`config.mk`:
```
export PLATFORM = sky130hd
export DESIGN_NAME = acondicionador_entradas
export DESIGN_NICKNAME = d
export VERILOG_FILES = /design/src/rtl/acondicionador_entradas.sv
export SDC_FILE = /design/constraint.sdc
export NUM_CORES = 1
export LEC_CHECK = 0
export CAP_MARGIN = 40
export CORE_MARGIN = 2
export CORE_UTILIZATION = 50
export CTS_BUF_LIST = sky130_fd_sc_hd__clkbuf_8
export CTS_CLUSTER_DIAMETER = 120
export CTS_CLUSTER_SIZE = 14
export DETAILED_ROUTE_END_ITERATION = 12
export GPL_TIMING_DRIVEN = 0
export MAX_ROUTING_LAYER = met4
export PLACE_DENSITY_LB_ADDON = 0.25
export SYNTH_ARGS = -nofsm -noshare
export SYNTH_HDL_FRONTEND = slang
export SYNTH_SLANG_ARGS = --single-unit
```
`constraint.sdc`:
```
create_clock -name reloj -period 10.6 [get_ports reloj]
set_input_delay 3.18 -clock reloj [delete_from_list [all_inputs] [get_ports reloj]]
set_output_delay 3.18 -clock reloj [all_outputs]
set_load 0.05 [all_outputs]
```
`src/rtl/acondicionador_entradas.sv`:
```
// Input conditioning for the SECDED codec: per-bit 2-flop synchronizer plus
// debounce counter on 4 data and 4 error-injection switches.
module acondicionador_entradas #(
    parameter int N_ESTABLE  = 270000,
    parameter int ANCHO_CONT = $clog2(N_ESTABLE + 1)
) (
    input  logic       reloj,
    input  logic       reset,
    input  logic [3:0] sw_dato,
    input  logic [3:0] sw_error,
    output logic [3:0] dato_entrada,
    output logic [3:0] dato_error,
    output logic       dato_nuevo,
    output logic       estable
);

    localparam logic [ANCHO_CONT-1:0] CNT_FIN = ANCHO_CONT'(N_ESTABLE - 1);

    logic [7:0]            pin;
    logic [7:0]            s1;
    logic [7:0]            s2;
    logic [7:0]            q;
    logic [7:0]            voltea;
    logic [7:0]            asentado;
    logic [ANCHO_CONT-1:0] cnt [8];
    logic                  arrancado;

    assign pin = {sw_error, sw_dato};

    always_comb begin
        voltea   = '0;
        asentado = '0;
        for (int i = 0; i < 8; i++) begin
            voltea[i]   = (s2[i] != q[i]) && (cnt[i] == CNT_FIN);
            asentado[i] = (s2[i] == q[i]) && (cnt[i] == '0);
        end
    end

    // arrancado holds estable low on the first edge after reset, while the
    // synchronizers still carry reset values rather than sampled pins.
    always_ff @(posedge reloj or posedge reset) begin
        if (reset) begin
            s1         <= '0;
            s2         <= '0;
            q          <= '0;
            dato_nuevo <= 1'b0;
            estable    <= 1'b0;
            arrancado  <= 1'b0;
            for (int i = 0; i < 8; i++) begin
                cnt[i] <= '0;
            end
        end else begin
            s1         <= pin;
            s2         <= s1;
            dato_nuevo <= |voltea;
            estable    <= arrancado & (&asentado);
            arrancado  <= 1'b1;
            for (int i = 0; i < 8; i++) begin
                if (s2[i] == q[i]) begin
                    cnt[i] <= '0;
                end else if (voltea[i]) begin
                    q[i]   <= s2[i];
                    cnt[i] <= '0;
                end else begin
                    cnt[i] <= cnt[i] + 1'b1;
                end
            end
        end
    end

    assign dato_entrada = q[3:0];
    assign dato_error   = q[7:4];

endmodule

```
==> impl_results.md <==
* Commonest cells after routing, fill and taps aside: nor2_1, dfrtp_1, xor2_1
* Final worst slack at between 5000 and 6000 ps
* Worst path cell trace: clkdlybuf4s50_1
* RSZ-0062 raised after global routing: false
* Die X at around 140 um
* R2R depth at 7
* Mux share of post-synthesis cell area at 1.03%
* Met3 Track Usage GR at about 4.5%
* Final worst path period share at 46.6%
* Synth Net Count at 905
* Seq/Total Area, Yosys at about half
* Mapped Area at between 0.008 and 0.009 mm^2
* Drt first pass iters at 5
* Main combinational cell family by area after synthesis: simple AND/OR/NAND/NOR gates
* Worst slew pin tran at 712 ps
* Fmax at about 200 MHz
* Pwr per Cell Area at roughly 130 mW/mm^2
* Clock Latency Late Sink at between 400 and 500 ps
* Final setup vio count at 0
* Cts repair resizes at 0
* Peak supply drop at roughly 0.00010 V
* CTS Buf Count at 17
* CTS tree: done
* Synth Instances at between 800 and 900
* Routing usage on met1 at 29.3%
* Initial antenna violation count at 0
* Fin crit period at about 5000 ps
* Number of synthesized register bits at approximately 180
* Vias in the first global route at approximately 6k
* Largest net degree at the start of global routing at around 120
* Area leader, netlist: dfrtp_1
* Fillers at around 1.6k
* Total global routing overflow at 0
* Leak at 4.19 nW
* CP Depth at 1
* Commonest non-fill, non-tap cell in the layout: nor2_1
* Mean Syn Cell Area at about 10 um^2
* GR Util All Layers at between 20% and 30%
* Post-Synth Adder-Cell Area at 2.29%
* CP bufs+invs at 1
* First-pass GRT wire length at 29.5 mm
* Simple-gate share of the synthesized area at a little over a quarter
* WL/cell at 14.7 um
* Final ANT Viol Nets at 0
* Fin. Hold Viols at 0
* Status: finished clean
* Clock Tree Buf Depth at 2
* Layout Area Growth over Synthesis at 10.1%
* Setup CP Type: flip-flop to output pin
* DRC Markers at 0
* DP Cell Count at 1,124
* Dominant cells by area after synthesis: dfrtp_1, xor2_1, nor2_1
* Worst R2R End: estable
* GRT busiest layer: met2
* Hold_buf cts at 0
* Post-synthesis async set-or-reset flop share at 100%
* Reg2reg start: cnt[95]
* Post-synthesis xor/xnor area fraction at between 10 and 15%
* Startpoint types: flip-flop
* Syn. warnings at 0
* Required time of the critical path at approximately 7400 ps
* Complex-gate fraction of the synthesized area at 0.229%
* Met2 usage at 30.4%
* HPWL after detailed placement at 12.0 mm
* Delay-heaviest family, CP: buffers and inverters
* Post-synth top area share at 51.3%
* Final Instance Area at about 0.0096 mm^2
* Routability congestion estimate at approximately 0.87
* Final hold slack at ~350 ps
* Via/cell ratio at between 5 and 6
* Setup Buffers After CTS at 0
* Fin cells at around 1.2k
* R2r setup slk at around 8400 ps
* Final Util at approximately 56%
* Slowest CP cell: clkdlybuf4s50_1
* Post-synth EDFFs at 0
* DIE AREA at 0.0185 mm^2
* Initial core utilization at between 50% and 60%
* Pre-CTS setup slack at 6030 ps
* Max Slew Vio Count at 0
* Max-cap viol count at 0
* Post-DP Area at about 0.0092 mm^2
* Critical path startpoint: q[5]
* Skew final at 11.1 ps
* I/O Pins at 20
* Total power at 1.21 mW
* Max stage delay on crit path at approximately 840 ps
* WL final at around 17 mm
* Clock transition at path regs at 90 ps
* Post-synth cell types at 32
* Crit path capture type: output pin
* Worst hold path class: flip-flop to flip-flop
* CORE AREA at 0.0172 mm^2
* Layout cells sized above 1 at 6.99%
* Clock Tree Root: clkbuf_8
* Max_slew headroom at approximately half
* CTS Sinks at around 180
* Prevailing post-synth register cell: dfrtp_1
* Vias at between 6k and 7k
* Crit-path max FO at 4
* H-tree levels at 4
* Buffers on Ports at 19
* Post-layout nets at between 900 and 1k
* Setup tns final at 0 ps
* Worst Setup EP: dato_error[1]
* Critical Path AT at between 1500 and 2000 ps
* Chip Height at between 100 and 150 um
* Drt initial violations at around 430
* ANT cells at 0
* Rows at 48
==> how the worst min path moves through the flow <==
| stage | slack (ps) | depth (start not counted) | start | endpoint |
|---|---|---|---|---|
| 6_report | 350 | 0 | s1[2] | s2[2] |
| 3_5_place_dp | 340 | 0 | s1[2] | s2[2] |
| 3_3_place_gp | 330 | 0 | s1[7] | s2[7] |
| 4_1_cts | 360 | 0 | s1[6] | s2[6] |
| 2_1_floorplan | 330 | 0 | s1[0] | s2[0] |
| 5_1_grt | 360 | 0 | s1[6] | s2[6] |
==> synth_stat cells, drive strengths merged (4+ instances only) <==
cell type	number
ha	16
nand2	46
nor3	17
nor2	181
mux2	8
or2	9
buf	18
xnor2	65
and2	4
xor2	79
nand3	62
nor4b	9
nor4	41
or4	4
and3	22
clkbuf	8
dfrtp	179
nand4	48
inv	34
and4	22
==> sequential cells by signal, summed over array words and instances, names as in the netlist <==
name        flops
estable         1
s2              8
q               8
s1              8
cnt           152
arrancado       1
dato_nuevo      1
==> cell families after synthesis <==
family          count (synthesis)
mux                             8
xor+xnor                      144
buf+inv                        60
other cells                     1
simple gates                  468
flops                         179
compound gates                  3
fa+ha+maj                      16
==> final cells by class <==
cell class                      instances  area (um^2)  area share (%)
Buffer                                 26          173            1.80
Inverter                               34          135            1.41
Timing Repair Buffer                   20          218            2.27
Sequential cell                       179         4480            46.6
Tap cell                              225          282            2.93
Multi-Input combinational cell        640         3950            41.1
Clock inverter                         10         85.1           0.886
Clock buffer                           21          289            3.01
==> power breakdown <==
group | switching (mW) | internal, mW | total (mW)
combinational | 0.0391 | 0.0228 | 0.0618
sequential | 0.0112 | 0.693 | 0.704
clock | 0.238 | 0.207 | 0.445
==> layer usage <==
layer | part of all wire [%] | wire length, um
met2 | 46 | 7790
met5 | 0 | 0
met1 | 49 | 8300
met3 | 3.7 | 633
met4 | 1.8 | 312
Note: power is estimated with default switching activity, not from simulation.
